$ cat src/rtl/sdm_ctrl_pkg.sv
// Shared types and widths for the SDM stream controller.
package sdm_ctrl_pkg;
  localparam int AUDIO_W = 16;
  localparam int UCNT_W  = 8;

  typedef enum logic [1:0] {IDLE, PRIME, RUN, DRAIN} state_t;
endpackage

$ cat src/rtl/sdm_sample_buf.sv
// Two-entry per-channel sample FIFO; dout always shows the oldest entry.
module sdm_sample_buf
  import sdm_ctrl_pkg::*;
(
  input  logic               clk,
  input  logic               rst_n,
  input  logic               push,
  input  logic               pop,
  input  logic [AUDIO_W-1:0] din,
  output logic [1:0]         count,
  output logic [AUDIO_W-1:0] dout
);
  logic [1:0][AUDIO_W-1:0] mem;
  logic                    wr_ptr, rd_ptr;
  logic                    do_push, do_pop;

  assign do_push = push & (count != 2'd2);
  assign do_pop  = pop & (count != 2'd0);
  assign dout    = mem[rd_ptr];

  always_ff @(posedge clk) begin
    if (!rst_n) begin
      count  <= 2'd0;
      wr_ptr <= 1'b0;
      rd_ptr <= 1'b0;
    end else begin
      if (do_push) wr_ptr <= ~wr_ptr;
      if (do_pop)  rd_ptr <= ~rd_ptr;
      count <= count + {1'b0, do_push} - {1'b0, do_pop};
    end
  end

  // Storage needs no reset: entries are only read once counted.
  always_ff @(posedge clk) begin
    if (do_push) mem[wr_ptr] <= din;
  end
endmodule

$ cat src/rtl/sdm_stream_ctrl.sv
// Sample-rate scheduler: buffers PCM per channel and strobes the SDM
// modulators/demodulators, holding one sample per channel for OSR strobes.
module sdm_stream_ctrl
  import sdm_ctrl_pkg::*;
#(
  parameter int CLK_DIV = 4,
  parameter int OSR     = 64,
  parameter int NCH     = 2
) (
  input  logic                          clk,
  input  logic                          rst_n,
  input  logic                          run,
  input  logic                          clr_status,
  input  logic [NCH-1:0]                s_valid,
  output logic [NCH-1:0]                s_ready,
  input  logic [NCH-1:0][AUDIO_W-1:0]   s_data,
  output logic                          dac_valid,
  output logic [NCH-1:0][AUDIO_W-1:0]   dac_data,
  output logic                          adc_valid,
  output logic                          busy,
  output logic [NCH-1:0]                underrun,
  output logic [NCH-1:0][UCNT_W-1:0]    underrun_cnt
);
  localparam int DW = $clog2(CLK_DIV);
  localparam int OW = $clog2(OSR);
  localparam logic [DW-1:0] DIV_MAX = DW'(CLK_DIV - 1);
  localparam logic [OW-1:0] OSR_MAX = OW'(OSR - 1);

  state_t                      state, state_nxt;
  logic [DW-1:0]               div_cnt, div_nxt;
  logic [OW-1:0]               osr_cnt, osr_nxt;
  logic                        start_pop, bnd_pop, zero_data, boundary, strobe_nxt;
  logic [NCH-1:0]              avail, pop;
  logic [NCH-1:0][1:0]         count;
  logic [NCH-1:0][AUDIO_W-1:0] dout;

  for (genvar g = 0; g < NCH; g++) begin : g_ch
    sdm_sample_buf u_buf (
      .clk   (clk),
      .rst_n (rst_n),
      .push  (s_valid[g] & s_ready[g]),
      .pop   (pop[g]),
      .din   (s_data[g]),
      .count (count[g]),
      .dout  (dout[g])
    );
    assign avail[g]   = (count[g] != 2'd0);
    assign s_ready[g] = (count[g] != 2'd2) & rst_n;
    assign pop[g]     = start_pop | (bnd_pop & avail[g]);
  end

  // dac_valid is the registered strobe, so it marks the current strobe cycle.
  assign boundary = dac_valid & (osr_cnt == OSR_MAX);

  always_comb begin
    state_nxt = state;
    div_nxt   = div_cnt;
    osr_nxt   = osr_cnt;
    start_pop = 1'b0;
    bnd_pop   = 1'b0;
    zero_data = 1'b0;
    case (state)
      IDLE: begin
        div_nxt = '0;
        osr_nxt = '0;
        if (run) state_nxt = PRIME;
      end
      PRIME: begin
        div_nxt = '0;
        osr_nxt = '0;
        if (!run) state_nxt = IDLE;
        else if (&avail) begin
          state_nxt = RUN;
          start_pop = 1'b1;
        end
      end
      RUN, DRAIN: begin
        div_nxt = (div_cnt == DIV_MAX) ? '0 : div_cnt + DW'(1);
        if (dac_valid) osr_nxt = (osr_cnt == OSR_MAX) ? '0 : osr_cnt + OW'(1);
        if (state == RUN) begin
          bnd_pop = boundary;
          if (!run) state_nxt = DRAIN;
        end else if (boundary) begin
          state_nxt = IDLE;
          zero_data = 1'b1;
        end
      end
      default: state_nxt = IDLE;
    endcase
    strobe_nxt = ((state_nxt == RUN) || (state_nxt == DRAIN)) && (div_nxt == DIV_MAX);
  end

  always_ff @(posedge clk) begin
    if (!rst_n) begin
      state        <= IDLE;
      div_cnt      <= '0;
      osr_cnt      <= '0;
      dac_valid    <= 1'b0;
      adc_valid    <= 1'b0;
      busy         <= 1'b0;
      dac_data     <= '0;
      underrun     <= '0;
      underrun_cnt <= '0;
    end else begin
      state     <= state_nxt;
      div_cnt   <= div_nxt;
      osr_cnt   <= osr_nxt;
      dac_valid <= strobe_nxt;
      adc_valid <= strobe_nxt;
      busy      <= (state_nxt != IDLE);
      for (int c = 0; c < NCH; c++) begin
        if (zero_data) dac_data[c] <= '0;
        else if (start_pop | bnd_pop) dac_data[c] <= avail[c] ? dout[c] : '0;
        // An empty channel at a boundary is an underrun; a clear in that cycle wins.
        if (clr_status) begin
          underrun[c]     <= 1'b0;
          underrun_cnt[c] <= '0;
        end else if (bnd_pop && !avail[c]) begin
          underrun[c] <= 1'b1;
          if (underrun_cnt[c] != '1) underrun_cnt[c] <= underrun_cnt[c] + UCNT_W'(1);
        end
      end
    end
  end
endmodule

$ cat config.mk
export PLATFORM = sky130hd
export DESIGN_NAME = sdm_stream_ctrl
export DESIGN_NICKNAME = d
export VERILOG_FILES = /design/src/rtl/sdm_ctrl_pkg.sv /design/src/rtl/sdm_sample_buf.sv /design/src/rtl/sdm_stream_ctrl.sv
export SDC_FILE = /design/constraint.sdc
export NUM_CORES = 1
export LEC_CHECK = 0
export ABC_CLOCK_PERIOD_IN_PS = 6160
export CORE_AREA = 5 5 116 118
export CTS_BUF_LIST = sky130_fd_sc_hd__clkbuf_4 sky130_fd_sc_hd__clkbuf_8 sky130_fd_sc_hd__clkbuf_16
export DETAILED_ROUTE_END_ITERATION = 10
export DIE_AREA = 0 0 121 123
export PLACE_DENSITY = 0.77
export SETUP_SLACK_MARGIN = 0.3
export SLEW_MARGIN = 10
export SYNTH_ARGS = -nofsm -noshare
export SYNTH_HDL_FRONTEND = slang
export SYNTH_SLANG_ARGS = --single-unit
$ cat constraint.sdc
create_clock -name clk -period 6.16 [get_ports clk]
set_input_delay 0.924 -clock clk [delete_from_list [all_inputs] [get_ports clk]]
set_output_delay 0.924 -clock clk [all_outputs]
set_load 0.01 [all_outputs]
==> flow_summary.json, run 1 <==
{
  "status": "finished, final reports clean",
  "tightest_slew_ns": 1.07,
  "fin_skew_ns": 0.00601,
  "critical_path.endpoint_type": "output port",
  "drv_cap": 0,
  "die_w_um": 121,
  "hold_buffers": 0,
  "synth-edff-count": 64,
  "synth_common_cells": "dfxtp_1, edfxtp_1, nand2_1",
  "reg2reg_depth": 10,
  "wl_per_cell_um": 16.2,
  "multi_input_area_um2": 1740,
  "wirelength_mm": 11.3,
  "grt-ovfl-total": 0,
  "io_pins": 93,
  "relSlewSlack_pct": 28.9,
  "synth_cell_types": 48,
  "final-setup-viol-count": 0,
  "critPathKind": "input port to output port",
  "cts-resized-gates": 0,
  "max_freq_mhz": 286,
  "hold_viol": 0,
  "fin_crit_sh_pct": 56.8,
  "clk_pin_slew_ns": 0.06,
  "fin_nets": 560,
  "insertion_delay_ns": 0.41,
  "viasPerCell": 5.21,
  "crit_slowest_cell": "clkdlybuf4s50_1",
  "initial_utilization_pct": 42.3,
  "placed_area_um2": 6260,
  "synth_cells": 424,
  "die_y_um": 123,
  "rsz0062_at_grt": "no",
  "worst-path-max-fanout": 29,
  "fin_setup_tns_ns": 0,
  "drive_gt1_share_pct": 8.92,
  "drv_slew": 0,
  "critical_path_required_ns": 5.24,
  "grt_max_degree": 33,
  "vias": 3640,
  "hold_class": "register to register",
  "powerDensity_nw_per_um2": 312,
  "synth_seq_cells": 134,
  "drt_iter0_drc": 268,
  "place_hpwl_mm": 7.47,
  "synth_area_um2": 5230,
  "ff_latch_area_um2": 3320,
  "vdd_drop_max_mv": 0.192,
  "htree_levels": 4,
  "p_leak_nw": 2.31,
  "diodes": 0,
  "start_kind": "input port",
  "gp_congestion": 0.846,
  "cts_tree": "built",
  "grt_pass1_wl_mm": 18.0,
  "areaGrowthSynthToFinish_pct": 32.4,
  "cts_root_buf": "clkbuf_16",
  "synth_area_leader_cell": "edfxtp_1",
  "ys_async_sr_fraction_pct": 0,
  "core-area_um2": 12400,
  "num-fill-cells": 988,
  "grt_pass1_vias": 3768,
  "numCtsBuffers": 17,
  "fp-row-count": 41,
  "fin_crit_ns": 3.50,
  "cts.sinks": 134,
  "synth.most_common_cell": "dfxtp_1",
  "holdPathStages": 2,
  "synthFlopType": "dfxtp_1",
  "seq_area_frac_synth_pct": 63.5,
  "synth_top_area_share_pct": 36.7,
  "final_cell_area_um2": 6930,
  "cts_buffer_depth": 2,
  "ant_nets": 0,
  "io_buffers": 92,
  "syn_avg_cell_area_um2": 12.3,
  "max_stage_delay_ns": 0.58,
  "synth_nets": 470,
  "drc": 0,
  "path_cells": "buf_2 > buf_4 > a21boi_0 > clkdlybuf4s50_1",
  "crit_arrival_ns": 2.58,
  "ys_warn_count": 0,
  "synthTopCellsByArea": "edfxtp_1, dfxtp_1, mux2i_1, o22ai_1, nand2_1",
  "track_usage_pct": 15.6,
  "cts_setup_buffers": 0,
  "final_core_util_pct": 56.1,
  "total_power_mw": 2.16,
  "antenna_found_initial": 0,
  "die_area_um2": 14900,
  "first_pass_iters": 5
}
==> per-layer routing <==
layer  up-vias  share of wire (%)  global-route usage (%)
met5         -                  0                       0
met3        13                5.4                    5.17
met4         0                1.1                    6.23
li1       1768                  -                       -
met2        95                 52                    26.8
met1      1764                 42                    18.0
==> metrics by stage <==
step | instances | setup WS, ns | hold slack, ns
floorplan | 424 | 3.64 | 0.428
global placement | 667 | 2.68 | 0.436
detailed placement | 667 | 2.64 | 0.461
CTS | 699 | 2.64 | 0.472
global route | 699 | 2.54 | 0.490
finish | 699 | 2.66 | 0.469
==> worst paths after layout <==
| kind | startpoint | endpoint | slack, ns |
|---|---|---|---|
| worst max register to register | osr_cnt[0] | g_ch[0].u_buf.count[1] | 3.78 |
| worst min-delay path | underrun[1] | underrun[1] | 0.47 |
| worst max-delay path | rst_n | s_ready[0] | 2.66 |
| worst min register to register | underrun[1] | underrun[1] | 0.47 |
==> layout make-up <==
| class | instances | area share (%) |
|---|---|---|
| flip-flops and latches | 134 | 48.0 |
| repair buffers | 95 | 13.5 |
| well taps | 172 | 3.11 |
| inverters | 12 | 0.650 |
| multi-input cells | 254 | 25.1 |
| clock inverters | 12 | 2.64 |
| clock buffers | 20 | 7.06 |
==> cell usage in the layout, fill, tap and decap left out, drive strengths merged, types with 3 or more instances in the layout <==
master,instances
dfxtp,70
o21a,4
or3,4
inv,17
buf,4
nand2b,3
clkdlybuf4s50,91
o21ai,5
o31ai,9
and3,8
o22ai,32
edfxtp,64
clkinv,3
nor3,5
mux2i,35
or4,7
ha,8
nand3,13
nor2,16
and4,3
nand2,45
xnor2,6
clkbuf,20
a21oi,14
and2,9
bufinv,4
o211ai,5
a21boi,3
==> logic make-up after synthesis <==
group	Yosys count	share of synthesized area [%]
muxes	35	6.70
xor gates and xnor gates	7	1.17
buffers and inverters	36	3.30
AOI/OAI and AO/OA	83	10.7
adders and majority gates	8	1.91
and+or+nand+nor	121	12.7
DFF	134	63.5
==> sequential cells by signal (all words and copies together), names as in the netlist <==
| register | cells |
|---|---|
| busy | 1 |
| g_ch.u_buf.rd_ptr | 2 |
| g_ch.u_buf.mem | 64 |
| underrun | 2 |
| state | 2 |
| adc_valid | 1 |
| g_ch.u_buf.wr_ptr | 2 |
| dac_data | 32 |
| g_ch.u_buf.count | 4 |
| div_cnt | 2 |
| osr_cnt | 6 |
| underrun_cnt | 16 |
==> report_power, final <==
group	leakage (nW)	internal, mW	total [mW]	switching, mW
Sequential	1.15	0.953	0.962	0.00872
Combinational	0.829	0.0354	0.0729	0.0375
Clock	0.330	0.742	1.13	0.384
Total	2.31	1.73	2.16	0.430
==> critical path, delay by kind of cell <==
kind	cells	cell delay, ns
AO/OA/AOI/OAI	1	0.26
buffers and inverters	3	1.38
Power figures use the tool's default switching activity.
==> inputs of run 2 (changes only) <==
--- a/config.mk
+++ b/config.mk
@@ -5,12 +5,12 @@
 export SDC_FILE = /design/constraint.sdc
 export NUM_CORES = 1
 export LEC_CHECK = 0
-export ABC_CLOCK_PERIOD_IN_PS = 6160
+export ABC_CLOCK_PERIOD_IN_PS = 3200
 export CORE_AREA = 5 5 116 118
 export CTS_BUF_LIST = sky130_fd_sc_hd__clkbuf_4 sky130_fd_sc_hd__clkbuf_8 sky130_fd_sc_hd__clkbuf_16
 export DETAILED_ROUTE_END_ITERATION = 10
 export DIE_AREA = 0 0 121 123
-export PLACE_DENSITY = 0.77
+export PLACE_DENSITY = 0.8
 export SETUP_SLACK_MARGIN = 0.3
 export SLEW_MARGIN = 10
 export SYNTH_ARGS = -nofsm -noshare
==> constraint.sdc (replaced) <==
create_clock -name clk -period 3.2 [get_ports clk]
set_input_delay 0.48 -clock clk [delete_from_list [all_inputs] [get_ports clk]]
set_output_delay 0.48 -clock clk [all_outputs]
set_load 0.01 [all_outputs]
==> run 2 against run 1 <==
Net effect:
- first-iteration DRC count rose by 15%
- critical path depth rose by 6
- core utilization fell by 0.14 points
- global-route usage rose by 0.26 points
- count of clock-buffer cells in the layout rose by 4
- setup slack got worse by 1.9 ns
- cell count rose by 0.14%
- clock power rose by 84%
- routed wire length barely moved
- sequential cell count did not move
- combinational power rose by 95%
- final area fell by 0.25%
- critical endpoint is now g_ch[0].u_buf.count[1]
==> flow_summary.json, run 2 (synthesis gave the netlist of run 1 again) <==
{
  "largest_registers": "g_ch.u_buf.mem: 64 flops, dac_data: 32 flops, underrun_cnt: 16 flops",
  "crit_family": "simple AND/OR/NAND/NOR gates",
  "critPathKind": "register to register",
  "wl_per_cell_um": 16.2,
  "crit_slowest_cell": "and4_1",
  "largest-register": "g_ch.u_buf.mem",
  "initial_utilization_pct": 42.3,
  "fin_crit_ns": 2.43,
  "critical_path_required_ns": 3.50,
  "final-setup-viol-count": 0,
  "track_usage_pct": 15.8,
  "hold_class": "register to register",
  "grt_pass1_wl_mm": 18.3,
  "vdd_drop_max_mv": 0.438,
  "drive_gt1_share_pct": 9.09,
  "tightest_slew_ns": 1.06,
  "drt_iter0_drc": 309,
  "fin_skew_ns": 0.00370,
  "internal-power_mw": 3.31,
  "vias": 3669,
  "fin_crit_sh_pct": 76.0,
  "cts_tree": "built",
  "fp-row-count": 41,
  "layout_commonest_cell": "clkdlybuf4s50_1",
  "cp_common_cell": "ha_1",
  "swShare_pct": 18.7,
  "htree_levels": 4,
  "max_freq_mhz": 411,
  "p_sw_uw": 760,
  "rsz0062_at_grt": "no",
  "layout_common_cells": "clkdlybuf4s50_1, dfxtp_1, edfxtp_1",
  "core-area_um2": 12400,
  "cts.sinks": 134,
  "cts_setup_buffers": 0,
  "hold_buffers": 0,
  "largest_reg_flops": 64,
  "p_comb_share_pct": 3.5,
  "gp_congestion": 0.849,
  "pwr-share-seq_pct": 45.5,
  "antenna_found_initial": 0,
  "areaGrowthSynthToFinish_pct": 32.1,
  "io_buffers": 92,
  "path_cells": "ha_1 > and4_1 > nand2_1 > a21oi_2 > ha_1 > inv_1 > ha_1 > xnor2_1 > xnor2_1 > and2_1",
  "relSlewSlack_pct": 29.6,
  "final_cell_area_um2": 6910,
  "die_y_um": 123,
  "fin_nets": 561,
  "viasPerCell": 5.24,
  "p_leak_nw": 2.30,
  "place_hpwl_mm": 7.33,
  "start_kind": "register",
  "critical_path.endpoint_type": "register",
  "io_pins": 93,
  "numCtsBuffers": 17,
  "cts_buffer_depth": 2,
  "ant_nets": 0,
  "grt_pass1_vias": 3793,
  "drc": 0,
  "placed_area_um2": 6270,
  "powerDensity_nw_per_um2": 589,
  "status": "finished, final reports clean",
  "cts_root_buf": "clkbuf_16",
  "drv_slew": 0,
  "path_buf_inv": 1,
  "timing.hold.ws_ns": 0.470,
  "cts-resized-gates": 0,
  "grt-ovfl-total": 0,
  "die_w_um": 121,
  "hold_viol": 0,
  "crit_arrival_ns": 2.74,
  "diodes": 0,
  "clk_pin_slew_ns": 0.05,
  "die_area_um2": 14900,
  "grt_max_degree": 39,
  "worst-path-max-fanout": 9,
  "insertion_delay_ns": 0.41,
  "max_stage_delay_ns": 0.49,
  "fin_setup_tns_ns": 0,
  "first_pass_iters": 4,
  "p_clk_share_pct": 51.1,
  "wirelength_mm": 11.3,
  "drv_cap": 0
}
[run 2: area by class of cell]
type	instances	area (um2)
Sequential cell	134	3320
Multi-Input combinational cell	254	1740
Clock inverter	8	144
Tap cell	172	215
Timing Repair Buffer	96	946
Clock buffer	24	503
Inverter	12	45.0
Fill cell	1012	5450
[run 2: metrics by stage]
step,cells,worst slack [ns],util [%],power (mW)
2_1_floorplan,424,1.07,-,1.95
6_report,700,0.767,55.9,4.07
3_3_place_gp,668,0.547,50.7,2.02
4_1_cts,700,0.753,55.9,4.13
5_1_grt,700,0.587,55.9,4.22
3_5_place_dp,668,0.474,50.7,2.03
[run 2: final timing paths]
kind	from	to	slack, ns	depth (start not counted)
min reg2reg	underrun[1]	underrun[1]	0.47	2
max	osr_cnt[0]	g_ch[0].u_buf.count[1]	0.77	10
min	underrun[1]	underrun[1]	0.47	2
max reg2reg	osr_cnt[0]	g_ch[0].u_buf.count[1]	0.77	10
[run 2: power groups by stage]
| stage | Clock [mW] | Sequential, mW | Combinational [mW] |
|---|---|---|---|
| floorplan | 0 | 1.88 | 0.0647 |
| global placement | 0 | 1.88 | 0.138 |
| detailed placement | 0 | 1.89 | 0.144 |
| CTS | 2.13 | 1.85 | 0.144 |
| global route | 2.21 | 1.85 | 0.155 |
| finish | 2.08 | 1.85 | 0.142 |
[run 2: worst reg2reg max path, delay by kind of cell, from the launching register on]
family / cells / cell delay [ns]
AO/OA/AOI/OAI: 1 / 0.22
XOR/XNOR: 2 / 0.21
adder cells (fa/ha/maj): 3 / 0.62
buffers and inverters: 1 / 0.05
flip-flops: 1 / 0.39
AND/OR/NAND/NOR: 3 / 0.83
[run 2: routing by layer]
metal / wire [um] / GRT usage [%] / vias to the layer above
met5: 0 / 0 / -
met4: 280 / 6.87 / 0
met3: 563 / 5.49 / 26
met2: 5930 / 27.9 / 94
met1: 4540 / 17.4 / 1779
li1: - / - / 1770
==> inputs of run 3 (changes only) <==
--- a/config.mk
+++ b/config.mk
@@ -5,7 +5,7 @@
 export SDC_FILE = /design/constraint.sdc
 export NUM_CORES = 1
 export LEC_CHECK = 0
-export ABC_CLOCK_PERIOD_IN_PS = 3200
+export ABC_CLOCK_PERIOD_IN_PS = 2000
 export CORE_AREA = 5 5 116 118
 export CTS_BUF_LIST = sky130_fd_sc_hd__clkbuf_4 sky130_fd_sc_hd__clkbuf_8 sky130_fd_sc_hd__clkbuf_16
 export DETAILED_ROUTE_END_ITERATION = 10
==> constraint.sdc (replaced) <==
create_clock -name clk -period 2 [get_ports clk]
set_input_delay 0.3 -clock clk [delete_from_list [all_inputs] [get_ports clk]]
set_output_delay 0.3 -clock clk [all_outputs]
set_load 0.01 [all_outputs]
==> run 3 against run 2 <==
Net effect:
- the run now ends with setup timing left
- setup slack worse by 0.80 ns
- via count rose by 8.9%
- critical path depth down 1
- sequential share of layout area down 5.9 points
- die area stayed put
- total power is 58% higher
- final area up 15%
- hold slack got worse by 0.12 ns
- cell count increased by 6.7%
- first-iteration DRC count is 19% lower
- sequential power grew 59%
- core utilization grew 8.3 points
==> flow_summary.json, run 3 (synthesis gave the netlist of run 1 again) <==
{
  "worst-path-max-fanout": 2,
  "reg2reg_from": "state[0]",
  "numCtsBuffers": 17,
  "wirelength_mm": 13.6,
  "layout_common_cells": "clkdlybuf4s50_1, edfxtp_1, dfxtp_1",
  "diodes": 0,
  "r2r_end": "g_ch[0].u_buf.count[1]",
  "largest-register": "g_ch.u_buf.mem",
  "p_comb_share_pct": 4.8,
  "drt_iter0_drc": 249,
  "holdPathStages": 2,
  "critical_path_required_ns": 2.31,
  "routed-wl-met2_mm": 7.28,
  "p_clk_share_pct": 49.2,
  "tightest_slew_ns": 0.727,
  "clk_pin_slew_ns": 0.06,
  "ant_nets": 0,
  "p_sw_mw": 1.37,
  "drc": 0,
  "final_cell_area_um2": 7940,
  "drv_slew": 0,
  "die_w_um": 121,
  "die_area_um2": 14900,
  "wl_met1_mm": 5.49,
  "pre_cts_slack_ns": -0.574,
  "layout_commonest_cell": "clkdlybuf4s50_1",
  "viasPerCell": 5.35,
  "fin_skew_ns": 0.00834,
  "fin_crit_sh_pct": 102,
  "setup_slack_ns": -0.0339,
  "internal-power_mw": 5.06,
  "dr_wl_met3_um": 616,
  "track_usage_pct": 17.8,
  "ff2ff_setup_slack_ns": -0.03,
  "grt_pass1_wl_mm": 20.5,
  "cts_root_buf": "clkbuf_16",
  "crit_arrival_ns": 2.34,
  "max_stage_delay_ns": 0.56,
  "start_kind": "register",
  "hold_class": "input port to register",
  "core-area_um2": 12400,
  "hold_start": "run",
  "hold_viol": 0,
  "drive_gt1_share_pct": 32.2,
  "placed_area_um2": 6500,
  "initial_utilization_pct": 42.3,
  "pwr-share-seq_pct": 45.9,
  "cp_common_cell": "ha_4",
  "cts.sinks": 134,
  "htree_levels": 4,
  "fin_crit_ns": 2.03,
  "cts_buffer_depth": 2,
  "largest_reg_flops": 64,
  "rsz0062_at_grt": "yes",
  "die_y_um": 123,
  "fp-row-count": 41,
  "grt-ovfl-total": 0,
  "p_leak_nw": 2.80,
  "wl_per_cell_um": 18.2,
  "io_pins": 93,
  "crit_slowest_cell": "or4_4",
  "num-fill-cells": 877,
  "insertion_delay_ns": 0.42,
  "drv_cap": 0,
  "io_buffers": 92,
  "fin_nets": 608,
  "largest_registers": "g_ch.u_buf.mem: 64 flops, dac_data: 32 flops, underrun_cnt: 16 flops",
  "grt_pass1_vias": 4143,
  "hold_path_end": "state[0]",
  "swShare_pct": 21.3,
  "critPathKind": "register to register",
  "status": "finished with violations",
  "relSlewSlack_pct": 51.4,
  "violations": "setup timing",
  "path_cells": "nand2_2 > or4_4 > a21oi_4 > ha_4 > inv_2 > ha_4 > xnor2_2 > xnor2_1 > and2_1",
  "antenna_found_initial": 0,
  "reg2reg_depth": 9,
  "critical_path.endpoint_type": "register",
  "top_layer": "met4",
  "final-setup-viol-count": 2,
  "vdd_drop_max_mv": 0.749,
  "powerDensity_nw_per_um2": 810,
  "max_freq_mhz": 492,
  "place_hpwl_mm": 7.73,
  "areaGrowthSynthToFinish_pct": 51.8,
  "vias": 3994,
  "grt_max_degree": 36,
  "first_pass_iters": 4,
  "cts_tree": "built",
  "gp_congestion": 0.795
}
run 3: per-stage QoR:
stage	TNS [ns]	std cells	util (%)	power (mW)	hold WS, ns
floorplan	-0.0198	424	-	3.12	0.399
global placement	-1.60	690	52.5	3.26	0.437
detailed placement	-1.95	690	52.5	3.27	0.447
CTS	0	740	60.8	6.44	0.287
global route	-0.174	747	64.2	6.63	0.354
finish	-0.0503	747	64.2	6.43	0.348
run 3: worst max-delay path by stage:
| stage | end | from | slack, ns |
|---|---|---|---|
| after global routing | g_ch[0].u_buf.count[1] | state[0] | -0.09 |
| after floorplan | g_ch[0].u_buf.count[1] | state[0] | -0.02 |
| after CTS | g_ch[0].u_buf.count[1] | g_ch[0].u_buf.count[1] | 0.009 |
| final | g_ch[0].u_buf.count[1] | state[0] | -0.03 |
| after detailed placement | g_ch[0].u_buf.count[1] | run | -0.57 |
| after global placement | g_ch[0].u_buf.count[1] | run | -0.49 |
run 3: power by group through the flow:
stage | combinational [mW] | sequential, mW | clock [mW]
after floorplan | 0.106 | 3.01 | 0
after global placement | 0.250 | 3.01 | 0
after detailed placement | 0.260 | 3.01 | 0
after CTS | 0.283 | 2.95 | 3.20
after global routing | 0.336 | 2.96 | 3.34
final | 0.311 | 2.95 | 3.16
run 3: area by class of cell:
class	instances	area, um2	share of cell area (%)
clock inverters	11	121	1.53
flip-flops and latches	134	3350	42.2
inverters	12	47.5	0.599
well taps	172	215	2.71
clock buffers	21	485	6.11
repair buffers	142	1410	17.7
multi-input cells	255	2310	29.1
run 3: worst max-delay path, delay by kind of cell (launching register included):
kind,cells,cell delay (ns)
xor gates and xnor gates,2,0.20
and+or+nand+nor,3,0.79
DFF,1,0.35
buffers and inverters,1,0.06
AOI/OAI and AO/OA,1,0.18
adders and majority gates,2,0.35
run 3: repair_timing:
| action | 4_1_cts | 5_1_grt |
|---|---|---|
| setup buffers | 16 | 6 |
| gates cloned | 2 | 1 |
| gates resized for setup | 70 | 71 |
| hold buffers | 0 | 0 |
| pin swaps | 24 | 45 |
| setup endpoints to repair | 76 | 59 |
run 3: layer usage:
metal  global-route usage (%)  vias to the layer above
met2                     32.1                      106
met3                     4.48                       21
met1                     20.5                     1996
li1                         -                     1871
met4                     6.37                        0
met5                        0                        -
==> edit, RTL diff (config.mk and constraints of run 2) <==
Make the reset (`rst_n`) asynchronous in 2 clocked blocks.
--- a/src/rtl/sdm_sample_buf.sv
+++ b/src/rtl/sdm_sample_buf.sv
@@ -18,7 +18,7 @@
   assign do_pop  = pop & (count != 2'd0);
   assign dout    = mem[rd_ptr];
 
-  always_ff @(posedge clk) begin
+  always_ff @(posedge clk or negedge rst_n) begin
     if (!rst_n) begin
       count  <= 2'd0;
       wr_ptr <= 1'b0;
--- a/src/rtl/sdm_stream_ctrl.sv
+++ b/src/rtl/sdm_stream_ctrl.sv
@@ -90,7 +90,7 @@
     strobe_nxt = ((state_nxt == RUN) || (state_nxt == DRAIN)) && (div_nxt == DIV_MAX);
   end
 
-  always_ff @(posedge clk) begin
+  always_ff @(posedge clk or negedge rst_n) begin
     if (!rst_n) begin
       state        <= IDLE;
       div_cnt      <= '0;
Function: differs if rst_n is asserted again (counterexample within 4 cycles, from zero or initial values and one cycle with rst_n low); with rst_n held inactive, the same outputs for 10 cycles.
==> edit against run 2 <==
Wire length decreased by 2.5%. Final area increased by 3.3%. Sequential cell count unchanged. Critical endpoint is now s_ready[0]. Count of clock-buffer cells in the layout decreased by 5. Largest cell class unchanged. Worst setup slack got worse by 0.30 ns. Utilization increased by 1.8 points. Synthesized area increased by 3.1%. First-iteration DRC count decreased by 14%.
Power is not compared: it rests on default switching activity, and its combinational part moved more than twofold at a synthesized area within 25%.
==> edit: results (changes against run 2) <==
status - completed
met2 usage - 0.251 (-0.0278)
met3 Resource Use GR - 0.0489 (-0.00595)
average vias per placed instance - 5.22 (-0.42%)
iteration-0 DRC count of the detailed router - 267 (-14%)
ys flop type - dfrtp_1
cell family with most CP delay - buffers and inverters
fraction of layout cells with a size suffix above 1 - 0.0951 (+0.00423)
Clock Skew - 0.00884 ns (+0.00514 ns)
final core utilization - 0.578 (+0.0184)
Placed Cells incl. Taps - 633 (-5.2%)
Area after DPL - 6530 um^2 (+4.2%)
average wire per standard cell - 16.5 um (+2.4%)
Netlist cell types - 46 (-4.2%)
CP Max Fanout - 10 (+1)
NumNets Final - 527 (-6.1%)
Worst slew margin - 0.320 (+0.0242)
routability cong. - 0.758 (-11%)
met1 usage - 0.205 (+0.0310)
type of the most critical hold path - in -> async
vias in the first global route - 3609 (-4.9%)
syn nets - 426 (-9.4%)
WP data arrival - 2.25 ns (-0.49 ns)
Synth async-reset ratio - 0.522 (+0.522)
post-DP HPWL - 7.49 mm (+2.2%)
Slowest-stage cell, CP - clkdlybuf4s50_1
most common library cells after synthesis - dfrtp_1, edfxtp_1, mux2i_1, o2bb2ai_1, nor2_1
Reg2Reg Depth - 4 (-6)
first-pass GRT wire length - 18.1 mm (-0.98%)
number of fill cells - 955 (-5.6%)
Routed WL - 11.0 mm (-2.5%)
Seq/Total Area, Yosys - 0.681 (+0.0458)
largest net degree at the start of global routing - 38 (-2.6%)
dpl ws - 0.899 ns (+0.425 ns)
## edit: worst paths after layout
check | from | end | slack (ns)
worst min register to register | dac_data[16] | dac_data[16] | 0.49
worst min-delay path | rst_n | g_ch[0].u_buf.rd_ptr | 0.42
worst max-delay path | rst_n | s_ready[0] | 0.47
max in group asynchronous | rst_n | dac_data[22] | 2.09
worst max register to register | adc_valid | underrun_cnt[4] | 0.91
min in group clk | dac_data[16] | dac_data[16] | 0.49
## edit: repair_timing
| action | CTS | global route |
|---|---|---|
| hold buffers | 1 | 0 |
| gates resized for setup | 0 | 0 |
| endpoints found under the hold margin | 6 | 0 |
## edit: power groups by stage
stage | combinational, mW | sequential (mW) | clock (mW)
2_1_floorplan | 0.162 | 2.04 | 0
3_3_place_gp | 0.299 | 2.05 | 0
3_5_place_dp | 0.313 | 2.06 | 0
4_1_cts | 0.316 | 2.03 | 1.97
5_1_grt | 0.351 | 2.04 | 2.03
6_report | 0.307 | 2.03 | 1.93
## edit: logic make-up (layout without fill, tap and decap cells)
family	after synthesis	in the layout	share of synthesized area
muxes	32	32	0.0594
AOI/OAI and AO/OA	71	71	0.0995
adders and majority gates	8	8	0.0186
DFF	134	134	0.681
xor gates and xnor gates	10	10	0.0162
and+or+nand+nor	97	97	0.105
buffers and inverters	28	142	0.0204
## edit: layout make-up
class	instances	area share
clock buffer	19	0.0650
clock inverter	13	0.0191
inverter	10	0.00526
multi-input combinational	218	0.229
sequential	134	0.514
tap	172	0.0301
timing repair buffer	100	0.137
## edit: routing by layer
metal,vias up,part of all wire
met5,-,0
met4,0,0.0082
met3,10,0.057
met2,100,0.49
met1,1705,0.45
li1,1661,-
